File: config.mk
export PLATFORM = sky130hd
export DESIGN_NAME = line_clear
export DESIGN_NICKNAME = d
export VERILOG_FILES = /design/src/rtl/board_pkg.sv /design/src/rtl/line_clear.sv
export SDC_FILE = /design/constraint.sdc
export NUM_CORES = 1
export LEC_CHECK = 0
export CAP_MARGIN = 5
export CORE_MARGIN = 4
export CORE_UTILIZATION = 45
export DETAILED_ROUTE_END_ITERATION = 8
export PLACE_DENSITY = 0.84
export SYNTH_ARGS = -nofsm -noshare
export SYNTH_HDL_FRONTEND = slang
export SYNTH_SLANG_ARGS = --single-unit
File: constraint.sdc
create_clock -name clk -period 2 [get_ports clk]
set_input_delay 0.4 -clock clk [delete_from_list [all_inputs] [get_ports clk]]
set_output_delay 0.4 -clock clk [all_outputs]
set_load 0.02 [all_outputs]
File: src/rtl/board_pkg.sv
// Shared board geometry, row constants and the compaction FSM state type.
package board_pkg;

  localparam int WIDTH  = 10;
  localparam int HEIGHT = 20;
  localparam int ROW_AW = 5;

  localparam logic [WIDTH-1:0]  FULL_ROW   = {WIDTH{1'b1}};
  localparam logic [WIDTH-1:0]  EMPTY_ROW  = {WIDTH{1'b0}};
  localparam logic [ROW_AW-1:0] BOTTOM_ROW = ROW_AW'(HEIGHT - 1);

  typedef enum logic [2:0] {
    IDLE  = 3'd0,
    READ  = 3'd1,
    EVAL  = 3'd2,
    CLEAR = 3'd3,
    DONE  = 3'd4,
    LOST  = 3'd5
  } state_t;

  function automatic logic row_is_full(input logic [WIDTH-1:0] row);
    return row == FULL_ROW;
  endfunction

  function automatic logic row_is_empty(input logic [WIDTH-1:0] row);
    return row == EMPTY_ROW;
  endfunction

endpackage

File: src/rtl/line_clear.sv
// Board compaction after each piece lock: removes full rows bottom-up, shifts the rest down.
// Optional LINE_CLEAR_COUNT_EN adds the `lines` output carrying the rows cleared by the last scan.
module line_clear
  import board_pkg::*;
(
  input  logic              clk,
  input  logic              reset,
  input  logic              lock,
  output logic              busy,
  output logic              done,
  output logic [ROW_AW-1:0] rd_addr,
  input  logic [WIDTH-1:0]  rd_data,
  output logic [ROW_AW-1:0] wr_addr,
  output logic [WIDTH-1:0]  wr_data,
  output logic              wr_en,
  output logic              aligne,
  output logic              perdu
`ifdef LINE_CLEAR_COUNT_EN
  ,
  output logic [ROW_AW:0]   lines
`endif
);

  state_t            state_r;
  logic [ROW_AW-1:0] r_r;
  logic [ROW_AW-1:0] w_r;
  logic [ROW_AW:0]   k_r;
  logic              lost_r;

  logic              row_full_s;
  logic              row_empty_s;
  logic [ROW_AW:0]   k_next_s;
  logic              lost_next_s;

  // Row classification and next-count/lost-flag values for the row under evaluation
  always_comb begin
    row_full_s  = row_is_full(rd_data);
    row_empty_s = row_is_empty(rd_data);
    if (row_full_s) begin
      k_next_s    = k_r + (ROW_AW + 1)'(1);
      lost_next_s = lost_r;
    end else begin
      k_next_s    = k_r;
      lost_next_s = lost_r | (!row_empty_s && (w_r == {ROW_AW{1'b0}}));
    end
  end

  // RAM write port: the kept row comes straight from rd_data, so it cannot be registered;
  // gating with reset stops any write in the cycle a reset is requested
  always_comb begin
    wr_en   = 1'b0;
    wr_addr = {ROW_AW{1'b0}};
    wr_data = {WIDTH{1'b0}};
    case (state_r)
      EVAL: begin
        if (!row_full_s && (w_r != r_r)) begin
          wr_en   = reset;
          wr_addr = w_r;
          wr_data = rd_data;
        end else begin
          wr_en   = 1'b0;
        end
      end
      CLEAR: begin
        wr_en   = reset;
        wr_addr = w_r;
        wr_data = EMPTY_ROW;
      end
      default: begin
        wr_en   = 1'b0;
      end
    endcase
  end

  // Scan FSM with counters and registered status outputs
  always_ff @(posedge clk) begin
    if (!reset) begin
      state_r <= IDLE;
      r_r     <= {ROW_AW{1'b0}};
      w_r     <= {ROW_AW{1'b0}};
      k_r     <= {(ROW_AW + 1){1'b0}};
      lost_r  <= 1'b0;
      busy    <= 1'b0;
      done    <= 1'b0;
      aligne  <= 1'b0;
      perdu   <= 1'b0;
      rd_addr <= {ROW_AW{1'b0}};
`ifdef LINE_CLEAR_COUNT_EN
      lines   <= {(ROW_AW + 1){1'b0}};
`endif
    end else begin
      done   <= 1'b0;
      aligne <= 1'b0;
      case (state_r)
        IDLE: begin
          if (lock) begin
            r_r     <= BOTTOM_ROW;
            w_r     <= BOTTOM_ROW;
            k_r     <= {(ROW_AW + 1){1'b0}};
            lost_r  <= 1'b0;
            rd_addr <= BOTTOM_ROW;
            busy    <= 1'b1;
            state_r <= READ;
          end
        end
        READ: state_r <= EVAL;
        EVAL: begin
          k_r    <= k_next_s;
          lost_r <= lost_next_s;
          if (row_full_s) begin
            aligne <= 1'b1;
          end else begin
            w_r <= w_r - ROW_AW'(1);
          end
          if (r_r == {ROW_AW{1'b0}}) begin
            if (k_next_s != {(ROW_AW + 1){1'b0}}) begin
              state_r <= CLEAR;
            end else begin
              done    <= 1'b1;
              perdu   <= lost_next_s;
              state_r <= DONE;
            end
          end else begin
            r_r     <= r_r - ROW_AW'(1);
            rd_addr <= r_r - ROW_AW'(1);
            state_r <= READ;
          end
        end
        // After the scan w sits at k-1, so it walks the zero-fill down to row 0
        CLEAR: begin
          if (w_r == {ROW_AW{1'b0}}) begin
            done    <= 1'b1;
            perdu   <= lost_r;
            state_r <= DONE;
          end else begin
            w_r <= w_r - ROW_AW'(1);
          end
        end
        DONE: begin
          busy <= 1'b0;
`ifdef LINE_CLEAR_COUNT_EN
          lines <= k_r;
`endif
          state_r <= lost_r ? LOST : IDLE;
        end
        LOST: begin
          busy  <= 1'b0;
          perdu <= 1'b1;
        end
        default: state_r <= IDLE;
      endcase
    end
  end

endmodule
# [After elaboration in Yosys (flattened, before gate mapping)]
# Cells that the tools add are included.
[word_totals] reg_bits=24 latchBits=0 ram_bits=0 rom_bits=0 in_bits=13 elab_cells=84 n_memories=0
[op_classes] add_sub_neg=3 mul=0 n_div=0 order_cmp=0 n_eq_ne=14 shifts=0 mux=35 n_bitwise=2 n_reduce_logical=21
[op_table] op="5-bit 2-to-1 mux" count=5
[op_table] op="10-bit 2-to-1 mux" count=2
[op_table] op="5-bit one-hot mux with 2 select lines" count=2
[op_table] op="3-bit one-hot mux with 6 select lines" count=1
[op_table] op="3-bit 2-to-1 mux" count=5
[op_table] op="5-bit one-hot mux with 3 select lines" count=1
[op_table] op="2-bit inequality test (second input constant)" count=7
[op_table] op="6-bit 2-to-1 mux" count=2
[op_table] op="6-bit one-hot mux with 2 select lines" count=1
[op_table] op="1-bit 2-to-1 mux" count=11
[op_table] op="10-bit equality test (second input constant)" count=1
[op_table] op="10-bit zero test" count=1
[op_table] op="5-bit zero test" count=2
[op_table] op="5-bit by 1-bit subtractor with 5-bit output (second input constant)" count=2
[op_table] op="1-bit one-hot mux with 2 select lines" count=4
[op_table] op="4-bit AND reduction" count=2
[op_table] op="6-bit by 1-bit adder with 6-bit output (second input constant)" count=1
[op_table] op="3-bit by 2-bit equality test with 1-bit output (second input constant)" count=2
[op_table] op="3-bit equality test (second input constant)" count=2
[op_table] op="2-bit AND reduction" count=3
[op_table] op="3-bit AND reduction" count=2
[op_table] op="3-bit nonzero test" count=2
[op_table] op="6-bit nonzero test" count=1
[op_table] op="5-bit inequality test" count=1
[op_table] op="9 further kinds" count=12

# [Depth between registers and ports, before layout]
# Gate-level depths: netlist (run 1).
[depth] ltp_word=8 mapped_depth=8 ltp_nobuf=8

# [Least setup slack after synthesis (run 1)]
# Ideal clock, no wire load.
[synth_path] kind="register -> output" from="register r_r[4]" to="output wr_addr[0]" arrival_ns=1.581 t_required_ns=1.600 slack_ns=0.019 stages_incl_launch_ff=7 n_path_buf=1 cell_sequence="dfxtp_1 -> xor2_1 -> nor3_1 -> a311oi_1 -> clkbuf_1 -> nor2_1 -> nor2_1"
[synth_via] elab_chain_cells=4
[synth_rtl] element="from (decl)" line="line_clear.sv:25" text="logic [ROW_AW-1:0] r_r;"
[synth_rtl] element="from (signal assigned)" line="line_clear.sv:79" text="r_r <= {ROW_AW{1'b0}};"
[synth_rtl] element="from (signal assigned)" line="line_clear.sv:124" text="r_r <= r_r - ROW_AW'(1);"
[synth_rtl] element="5-bit inequality test" line="line_clear.sv:56" text="if (!row_full_s && (w_r != r_r)) begin"
[synth_rtl] element="1-bit logical AND" line="line_clear.sv:56"
[synth_rtl] element="5-bit 2-to-1 mux" line="line_clear.sv:56"
[synth_rtl] element="5-bit one-hot mux with 2 select lines" line="line_clear.sv:54" text="case (state_r)"
[synth_rtl] element="to (decl)" line="line_clear.sv:13" text="output logic [ROW_AW-1:0] wr_addr,"
# No other way between the ends.

# [Worst setup path after layout (run 1)]
[layout_path] from="input rd_data[1]" to="output wr_en"
[layout_via] elab_chain_cells=5
[layout_rtl] element="from (decl)" line="line_clear.sv:12" text="input logic [WIDTH-1:0] rd_data,"
[layout_rtl] element="10-bit equality test" line="board_pkg.sv:22" text="return row == FULL_ROW;"
[layout_rtl] element="1-bit zero test" line="line_clear.sv:56"
[layout_rtl] element="1-bit logical AND" line="line_clear.sv:56"
[layout_rtl] element="1-bit 2-to-1 mux" line="line_clear.sv:56"
[layout_rtl] element="1-bit one-hot mux with 2 select lines" line="line_clear.sv:54"
[layout_rtl] element="to (decl)" line="line_clear.sv:15" text="output logic wr_en,"
# No other way between the ends.

==> impl_metrics.py, run 1 <==
metrics = {
    "grt": {
        "antenna_found_initial": 0,
        "grt_max_degree": 15,
        "grt_pass1_wl_um": 8400,
        "overflow": 0,
        "grt_usage_pct": 23.6,
        "grt_pass1_vias": 1824,
    },
    "clock_tree": {
        "cts_buffer_depth": 2,
        "root_buffer": "clkbuf_8",
        "htreeDepth": 1,
        "cts_buffers": 3,
        "numClockSinks": 24,
        "clk_latency_ns": 0.27,
        "clk_pin_slew_worst_paths_ns": 0.09,
        "tritoncts": "yes",
        "hold_buffers": 0,
    },
    "drt": {
        "first_pass_iters": 5,
        "wl_per_cell_um": 16.7,
        "vias": 1946,
        "drc": 0,
        "wirelength_um": 5570,
        "first_iter_violations": 156,
        "postRouteAntennaNets": 0,
        "via_per_inst": 5.83,
    },
    "place": {
        "gp_congestion": 0.897,
        "hpwlAfterDp_um": 3680,
        "dp_slack_ns": -0.772,
        "io_buffers": 37,
    },
    "floorplanning": {
        "dieArea_sq_um": 4730,
        "coreArea_sq_um": 3440,
        "ios": 38,
        "fp.dieH_um": 68.7,
        "placementRows": 21,
        "initial_core_util_pct": 48.2,
        "fp.dieW_um": 68.7,
    },
    "run_status": {
        "violations": "negative setup slack",
        "outcome": "complete, but fails checks",
    },
    "power": {
        "max-vdd-ir-drop_mv": 0.545,
        "p_leak_nw": 1.06,
        "p_per_area_nw_per_um2": 691,
    },
    "timing": {
        "maxSlewHeadroom_pct": 66.3,
        "tns_ns": -1.49,
        "min_period_over_period_pct": 106,
        "hold_ws_ns": 0.480,
        "finalWorstSetupSlack_ns": -0.122,
        "max_freq_mhz": 471,
        "finalClockSkew_ns": 0.00580,
        "finalHoldViolCount": 0,
        "slew_violations": 0,
        "rsz0062_at_grt": "true",
        "min_period_ns": 2.12,
        "setup_viol": 16,
        "worst_slew_pin_slew_ns": 0.505,
    },
    "logic_synthesis": {
        "ys_ff_latch": 24,
        "ys_seq_area_share_pct": 28.9,
        "synthCells": 215,
        "syn_nets": 231,
        "synthArstFlopShare_pct": 0,
        "ys_types": 51,
        "synth_edf_count": 0,
        "syn_area_sq_um": 1660,
        "syn_area_per_cell_sq_um": 7.72,
        "ys.flop_type": "dfxtp_1",
        "yosys_warnings": 0,
    },
    "final_layout": {
        "drive_above_1_share_pct": 39.9,
        "final_cell_mix": "buf_4, nor2_1, nand2_1",
        "final_common_cell": "buf_4",
        "nets": 305,
        "utilization_pct": 73.9,
        "n_antenna_cell": 0,
        "area_delta_synth_final_pct": 53.2,
    },
    "worst_setup_path": {
        "reg2reg_to": "perdu",
        "r2r_setup_slack_ns": 0.12,
        "critPathKind": "in2out",
        "cp_data_required_time_ns": 1.60,
        "path_max_fanout": 5,
        "arrival_ns": 1.72,
        "reg2regPathDepth": 9,
        "cp-end-kind": "output port",
        "r2r_start": "r_r[0]",
        "cp-start-kind": "primary input",
    },
    "hold_path": {
        "worstHoldEndpoint": "perdu",
        "hold_depth": 2,
        "min_from": "lost_r",
        "hold_class": "reg2reg",
    },
    "run": {
        "maxCapViolations": 0,
    },
}
==> cell type report <==
class / instances / area (sq um)
Tap cell: 46 / 57.6
Clock buffer: 4 / 55.1
Multi-Input combinational cell: 174 / 1230
Sequential cell: 24 / 493
Inverter: 8 / 30.0
Timing Repair Buffer: 78 / 674
Fill cell: 252 / 898
==> logic make-up after synthesis <==
kind of cell	Yosys count	synth area share [%]
flip-flops	24	28.9
XOR/XNOR	11	5.80
AND/OR/NAND/NOR	108	37.1
buffers and inverters	17	4.22
multiplexers	1	0.603
AO/OA/AOI/OAI	51	21.1
adder cells (fa/ha/maj)	3	2.26
==> routing by layer <==
metal	global-route usage (%)	vias up	routed length [um]
met3	4.38	28	487
met5	0	-	0
met4	8.52	0	214
met2	42.6	111	2740
met1	27.6	892	2120
li1	-	915	-
==> where the power goes <==
part | switching (mW) | leakage, nW | total (mW) | internal (mW)
Clock | 0.157 | 0.0288 | 0.333 | 0.176
Sequential | 0.0433 | 0.199 | 0.573 | 0.529
Combinational | 0.453 | 0.836 | 0.852 | 0.400
==> what timing repair did <==
action	CTS	global route
resized for setup	101	60
hold endpoints to repair	0	0
buffers inserted	5	0
endpoints found under the setup margin	22	25
cloned	1	0
pin swaps	7	21
==> critical path, cell delays in order <==
cell	delay (ns)
dlygate4sd2_1	0.27
nand2_2	0.10
nor3_4	0.06
a311oi_4	0.39
nand2b_4	0.24
and2_4	0.15
buf_6	0.11
==> worst max path at each step <==
stage | depth (start not counted) | to | from | slack (ns)
after floorplan | 6 | wr_addr[0] | r_r[4] | 0.02
after global placement | 8 | wr_addr[0] | rd_data[5] | -0.72
after detailed placement | 7 | wr_addr[1] | rd_data[5] | -0.77
after CTS | 7 | wr_addr[0] | w_r[1] | -0.15
after global routing | 7 | wr_addr[1] | rd_data[1] | -0.17
final | 7 | wr_en | rd_data[1] | -0.12
==> sequential cells by signal, summed over array words and instances, names as in the netlist <==
| name | count |
|---|---|
| busy | 1 |
| w_r | 5 |
| perdu | 1 |
| done | 1 |
| k_r | 6 |
| aligne | 1 |
| r_r | 5 |
| state_r | 3 |
| lost_r | 1 |
==> synth_stat cells, types with 2 or more instances <==
library cell | n | area (sq um)
nand2b_1 | 2 | 12.5
xor2_1 | 6 | 52.6
inv_1 | 8 | 30.0
nand4_1 | 2 | 12.5
nand3_1 | 7 | 35.0
xnor2_1 | 5 | 43.8
nor2_1 | 28 | 105
a22oi_1 | 2 | 15.0
o211a_1 | 2 | 20.0
buf_2 | 5 | 25.0
clkbuf_1 | 4 | 15.0
and3_1 | 2 | 12.5
or2_2 | 2 | 12.5
nand2_1 | 24 | 90.1
nand3b_1 | 4 | 30.0
o31ai_1 | 2 | 15.0
or4_1 | 3 | 22.5
nor2_2 | 3 | 18.8
a31oi_1 | 5 | 31.3
o21ai_0 | 8 | 40.0
nor3_1 | 4 | 20.0
a311oi_1 | 3 | 26.3
a21oi_1 | 15 | 75.1
ha_1 | 3 | 37.5
dfxtp_1 | 24 | 480
a211oi_1 | 3 | 22.5
and2_1 | 15 | 93.8
==> stage by stage <==
step,power [mW],instance area [sq um],instances
4_1_cts,1.65,2380,334
2_1_floorplan,0.993,1660,215
3_5_place_dp,1.30,2310,324
3_3_place_gp,1.28,2310,324
5_1_grt,1.85,2540,334
6_report,1.76,2540,334
Power figures use the tool's default switching activity.
==> run 2: changes to the inputs <==
Settings changed: TNS_END_PERCENT set to 20.
Clock period 2 ns to 2.4 ns, I/O delays scaled along.
==> run 2 against run 1 <==
Utilization fell by 6.5 points. The run now ends clean. Hold slack got worse by 0.0048 ns. First-iteration DRC count fell by 24%. Highest routed layer unchanged. Register-to-register slack improved by 0.24 ns. Largest cell class unchanged. Sequential power fell by 19%. Non-clock buffer count fell by 9.
==> impl_metrics.py, run 2 (synthesis results as in run 1) <==
metrics = {
    "floorplanning": {
        "fp.dieH_um": 68.7,
        "fp.dieW_um": 68.7,
        "coreArea_sq_um": 3440,
        "dieArea_sq_um": 4730,
        "placementRows": 21,
        "initial_core_util_pct": 48.2,
        "ios": 38,
    },
    "worst_setup_path": {
        "reg2regPathDepth": 9,
        "r2r_setup_slack_ns": 0.36,
        "r2r_start": "w_r[0]",
        "critPathKind": "in2out",
        "reg2reg_to": "perdu",
        "cp_data_required_time_ns": 1.92,
        "path_max_fanout": 5,
        "crit_path_max_incr_delay_ns": 0.37,
        "cp-start-kind": "primary input",
        "slowest_stage": "a311oi_2",
        "cp-end-kind": "output port",
        "path_cells": "dlygate4sd2_1 -> nand4_1 -> nor3_4 -> a311oi_2 -> nand2b_4 -> and2_4 -> buf_6",
        "arrival_ns": 1.84,
    },
    "place": {
        "gp_congestion": 0.873,
        "hpwlAfterDp_um": 3550,
        "placed_cells": 318,
        "io_buffers": 37,
    },
    "final_layout": {
        "multi_input_area_sq_um": 1140,
        "utilization_pct": 67.4,
        "regArea_sq_um": 480,
        "largest-register": "k_r",
        "n_antenna_cell": 0,
        "area_delta_synth_final_pct": 39.8,
        "largest_reg_flops": 6,
        "n_fill_cell": 311,
        "final_common_cell": "buf_4",
        "biggestRegsByFlops": "k_r (6), r_r (5), w_r (5)",
        "nets": 296,
        "final_cell_mix": "buf_4, nor2_1, dfxtp_1",
        "drive_above_1_share_pct": 26.2,
        "fin_cells": 325,
    },
    "clock_tree": {
        "cts_buffer_depth": 2,
        "clk_latency_ns": 0.27,
        "root_buffer": "clkbuf_8",
        "cts_buffers": 3,
        "numClockSinks": 24,
        "tritoncts": "yes",
        "hold_buffers": 0,
        "clk_pin_slew_worst_paths_ns": 0.09,
        "htreeDepth": 1,
    },
    "drt": {
        "first_iter_violations": 118,
        "drc": 0,
        "wirelength_um": 4750,
        "postRouteAntennaNets": 0,
        "first_pass_iters": 4,
        "vias": 1807,
        "via_per_inst": 5.56,
        "wl_per_cell_um": 14.6,
    },
    "hold_path": {
        "min_from": "busy",
        "worstHoldEndpoint": "busy",
        "hold_depth": 2,
        "hold_class": "reg2reg",
    },
    "timing": {
        "min_period_over_period_pct": 96.5,
        "tns_ns": 0,
        "min_period_ns": 2.32,
        "rsz0062_at_grt": "false",
        "finalHoldViolCount": 0,
        "worst_slew_pin_slew_ns": 0.542,
        "slew_violations": 0,
        "setup_viol": 0,
        "finalClockSkew_ns": 0.00148,
        "maxSlewHeadroom_pct": 63.7,
        "max_freq_mhz": 432,
    },
    "grt": {
        "antenna_found_initial": 0,
        "grt_pass1_vias": 1735,
        "grt_max_degree": 15,
        "overflow": 0,
        "grt_pass1_wl_um": 7820,
        "grt_usage_pct": 21.7,
    },
    "power": {
        "pwr-share-clk_pct": 20.9,
        "max-vdd-ir-drop_mv": 0.422,
        "p_per_area_nw_per_um2": 580,
        "power_frac_comb_pct": 44.7,
        "p_leak_nw": 1.01,
        "p_seq_share_pct": 34.4,
        "power_switching_uw": 492,
        "power_switching_share_pct": 36.6,
        "power.internal_uw": 854,
    },
    "run": {
        "maxCapViolations": 0,
    },
    "run_status": {
        "outcome": "finished clean",
    },
}
-- run 2: cell types whose count changed in the layout (fill, tap and decap cells not counted), moves of 5 or more --
cell           change
buf_6             -12
buf_2              +9
dfxtp_1            +8
and2_1             +7
and2_4             -7
dfxtp_2            -7
buf_4              -6
dlygate4sd2_1      +6
clkbuf_2           -5
-- run 2: metrics by stage --
| stage | instance area [sq um] | power [mW] | hold slack (ns) | setup slack, ns |
|---|---|---|---|---|
| floorplan | 1660 | 0.827 | 0.447 | 0.275 |
| finish | 2320 | 1.35 | 0.475 | 0.0829 |
| global route | 2320 | 1.43 | 0.509 | 0.00137 |
| CTS | 2270 | 1.33 | 0.475 | 0.000652 |
| global placement | 2270 | 1.05 | 0.457 | -0.462 |
| detailed placement | 2270 | 1.06 | 0.463 | -0.559 |
-- run 2: worst max-delay path: cells and delay by family --
kind                   cells  cell delay [ns]
buffers and inverters      2             0.36
AO/OA/AOI/OAI              1             0.37
AND/OR/NAND/NOR            4             0.62
-- run 2: worst max path at each step --
stage	startpoint	endpoint	slack, ns	depth (start not counted)
after detailed placement	rd_data[5]	wr_addr[1]	-0.56	7
final	rd_data[5]	wr_addr[1]	0.08	7
after global placement	rd_data[5]	wr_addr[1]	-0.46	7
after floorplan	rd_data[5]	wr_addr[0]	0.28	6
after CTS	rd_data[0]	wr_addr[1]	0.0007	7
after global routing	rd_data[5]	wr_addr[3]	0.001	7
-- run 2: power groups by stage --
stage,Sequential [mW],Clock [mW],Combinational [mW]
3_3_place_gp,0.472,0,0.579
2_1_floorplan,0.507,0,0.320
4_1_cts,0.463,0.282,0.588
5_1_grt,0.469,0.294,0.662
3_5_place_dp,0.472,0,0.592
6_report,0.464,0.281,0.602
-- run 2: per-layer routing --
layer  vias to the layer above  GRT usage (%)  part of all wire [%]  routed length [um]
met5                         -              0                     0                   0
met4                         0           7.79                   1.7                  82
met3                        11           3.89                   8.7                 411
met2                        82           35.4                    47                2220
met1                       817           28.4                    43                2030
li1                        897              -                     -                   -
-- run 2: final cells by class --
type | count | share of cell area (%)
clock buffers | 4 | 2.37
inverters | 8 | 1.29
multi-input cells | 174 | 48.9
flip-flops and latches | 24 | 20.7
well taps | 46 | 2.48
repair buffers | 69 | 24.2
-- run 2: repair_timing --
item                       in CTS  in global routing
pin swaps                       3                  4
resized for setup              80                 15
setup endpoints to repair      16                 16
cloned                          1                  0
setup buffers                   1                  1
==> run 3: changes to the inputs <==
Settings changed: CTS_BUF_LIST set to sky130_fd_sc_hd__clkbuf_8, SKIP_CTS_REPAIR_TIMING set to 1.
==> run 3 against run 2 <==
Sequential share of layout area rose by 0.17 points. Non-clock buffer count decreased by 2. Register-to-register slack is essentially flat. Clock power is essentially flat. Largest power group unchanged. Sequential power about the same. Global-route usage fell by 0.54 points. Die area stayed put. Hold slack about the same. Power decreased by 0.59%. Count of clock-buffer cells in the layout is the same.
==> impl_metrics.py, run 3 (synthesis results as in run 1) <==
metrics = {
    "floorplanning": {
        "coreArea_sq_um": 3440,
        "placementRows": 21,
        "initial_core_util_pct": 48.2,
        "dieArea_sq_um": 4730,
        "ios": 38,
        "fp.dieH_um": 68.7,
        "fp.dieW_um": 68.7,
    },
    "hold_path": {
        "min_from": "busy",
        "hold_class": "reg2reg",
    },
    "clock_tree": {
        "cts_buffer_depth": 2,
        "numClockSinks": 24,
        "clk_pin_slew_worst_paths_ns": 0.09,
        "clk_latency_ns": 0.27,
        "tritoncts": "yes",
        "htreeDepth": 1,
        "cts_buffers": 3,
        "root_buffer": "clkbuf_8",
    },
    "power": {
        "pwr-share-clk_pct": 21.0,
        "p_per_area_nw_per_um2": 581,
        "power.internal_uw": 850,
        "power_switching_share_pct": 36.5,
        "p_leak_nw": 1.05,
        "max-vdd-ir-drop_mv": 0.427,
        "power_switching_uw": 489,
        "power_frac_comb_pct": 44.4,
        "p_seq_share_pct": 34.6,
    },
    "final_layout": {
        "largest_reg_flops": 6,
        "biggestRegsByFlops": "k_r (6), r_r (5), w_r (5)",
        "n_antenna_cell": 0,
        "largest-register": "k_r",
        "regArea_sq_um": 480,
        "multi_input_area_sq_um": 1130,
        "final_common_cell": "buf_4",
        "n_fill_cell": 304,
        "area_delta_synth_final_pct": 38.7,
        "final_cell_mix": "buf_4, nor2_1, dfxtp_1",
        "drive_above_1_share_pct": 24.2,
        "fin_cells": 323,
        "nets": 294,
    },
    "worst_setup_path": {
        "cp-end-kind": "output port",
        "r2r_setup_slack_ns": 0.35,
        "critPathKind": "reg2out",
        "cp_data_required_time_ns": 1.92,
        "cp-start-kind": "register",
        "endpoint": "wr_addr[4]",
        "slowest_stage": "a311oi_2",
        "reg2regPathDepth": 8,
        "r2r_start": "w_r[0]",
        "crit_path_max_incr_delay_ns": 0.37,
        "cp.depth": 6,
        "path_max_fanout": 5,
        "startpoint": "state_r[0]",
        "arrival_ns": 1.74,
        "reg2reg_to": "w_r[1]",
        "path_buf_inv": 1,
        "path_delay_family": "simple AND/OR/NAND/NOR gates",
        "path_cells": "nor2_1 -> nand2_1 -> a311oi_2 -> nand2b_4 -> and2_1 -> clkbuf_2",
    },
    "place": {
        "io_buffers": 37,
        "gp_congestion": 0.873,
        "hpwlAfterDp_um": 3550,
        "placed_cells": 318,
    },
    "grt": {
        "grt_usage_pct": 21.1,
        "antenna_found_initial": 0,
        "grt_pass1_vias": 1713,
        "grt_max_degree": 15,
        "overflow": 0,
        "grt_pass1_wl_um": 7640,
    },
    "drt": {
        "via_per_inst": 5.59,
        "wl_per_cell_um": 14.6,
        "drc": 0,
        "first_iter_violations": 116,
        "vias": 1805,
        "wirelength_um": 4730,
        "postRouteAntennaNets": 0,
        "first_pass_iters": 5,
    },
    "timing": {
        "min_period_ns": 2.22,
        "slew_violations": 0,
        "worst_slew_pin_slew_ns": 0.550,
        "hold_ws_ns": 0.476,
        "maxSlewHeadroom_pct": 63.1,
        "finalClockSkew_ns": 0.000853,
        "setup_viol": 0,
        "finalHoldViolCount": 0,
        "min_period_over_period_pct": 92.6,
        "max_freq_mhz": 450,
        "rsz0062_at_grt": "false",
    },
    "run": {
        "maxCapViolations": 0,
    },
    "run_status": {
        "outcome": "finished clean",
    },
}
## run 3: through the flow
step                total power [mW]  area, sq um  utilization [%]  worst slack [ns]  TNS [ns]
CTS                             1.34         2320             67.4            -0.572     -8.22
detailed placement              1.06         2270             65.8            -0.559     -8.36
finish                          1.34         2300             66.9             0.177         0
global placement                1.05         2270             65.8            -0.462     -7.19
global route                    1.42         2300             66.9            0.0935         0
floorplan                      0.827         1660                -             0.275         0
## run 3: worst min path at each step
| stage | endpoint | slack [ns] | cells after the start |
|---|---|---|---|
| after global routing | busy | 0.51 | 2 |
| after floorplan | perdu | 0.45 | 2 |
| after global placement | busy | 0.46 | 2 |
| final | busy | 0.48 | 2 |
| after detailed placement | busy | 0.46 | 2 |
| after CTS | busy | 0.47 | 2 |
## run 3: worst min-delay path, cell delays in order (launching register included)
cell     delay [ns]
dfxtp_1        0.32
nand2_1        0.05
a21oi_1        0.06
## run 3: area by class of cell
| cell class | instances | area share (%) |
|---|---|---|
| Timing Repair Buffer | 67 | 24.0 |
| Clock buffer | 4 | 2.39 |
| Sequential cell | 24 | 20.9 |
| Inverter | 8 | 1.30 |
| Multi-Input combinational cell | 174 | 48.9 |
| Tap cell | 46 | 2.50 |
## run 3: layer usage
metal,routed length (um),global-route usage [%],vias up
li1,-,-,895
met1,2010,27.8,822
met2,2250,34.4,83
met3,427,3.89,5
met4,34,7.30,0
met5,0,0,-
## run 3: power groups by stage
stage	clock [mW]	combinational [mW]	sequential [mW]
4_1_cts	0.282	0.596	0.463
5_1_grt	0.294	0.655	0.468
2_1_floorplan	0	0.320	0.507
3_3_place_gp	0	0.579	0.472
6_report	0.281	0.595	0.463
3_5_place_dp	0	0.592	0.472
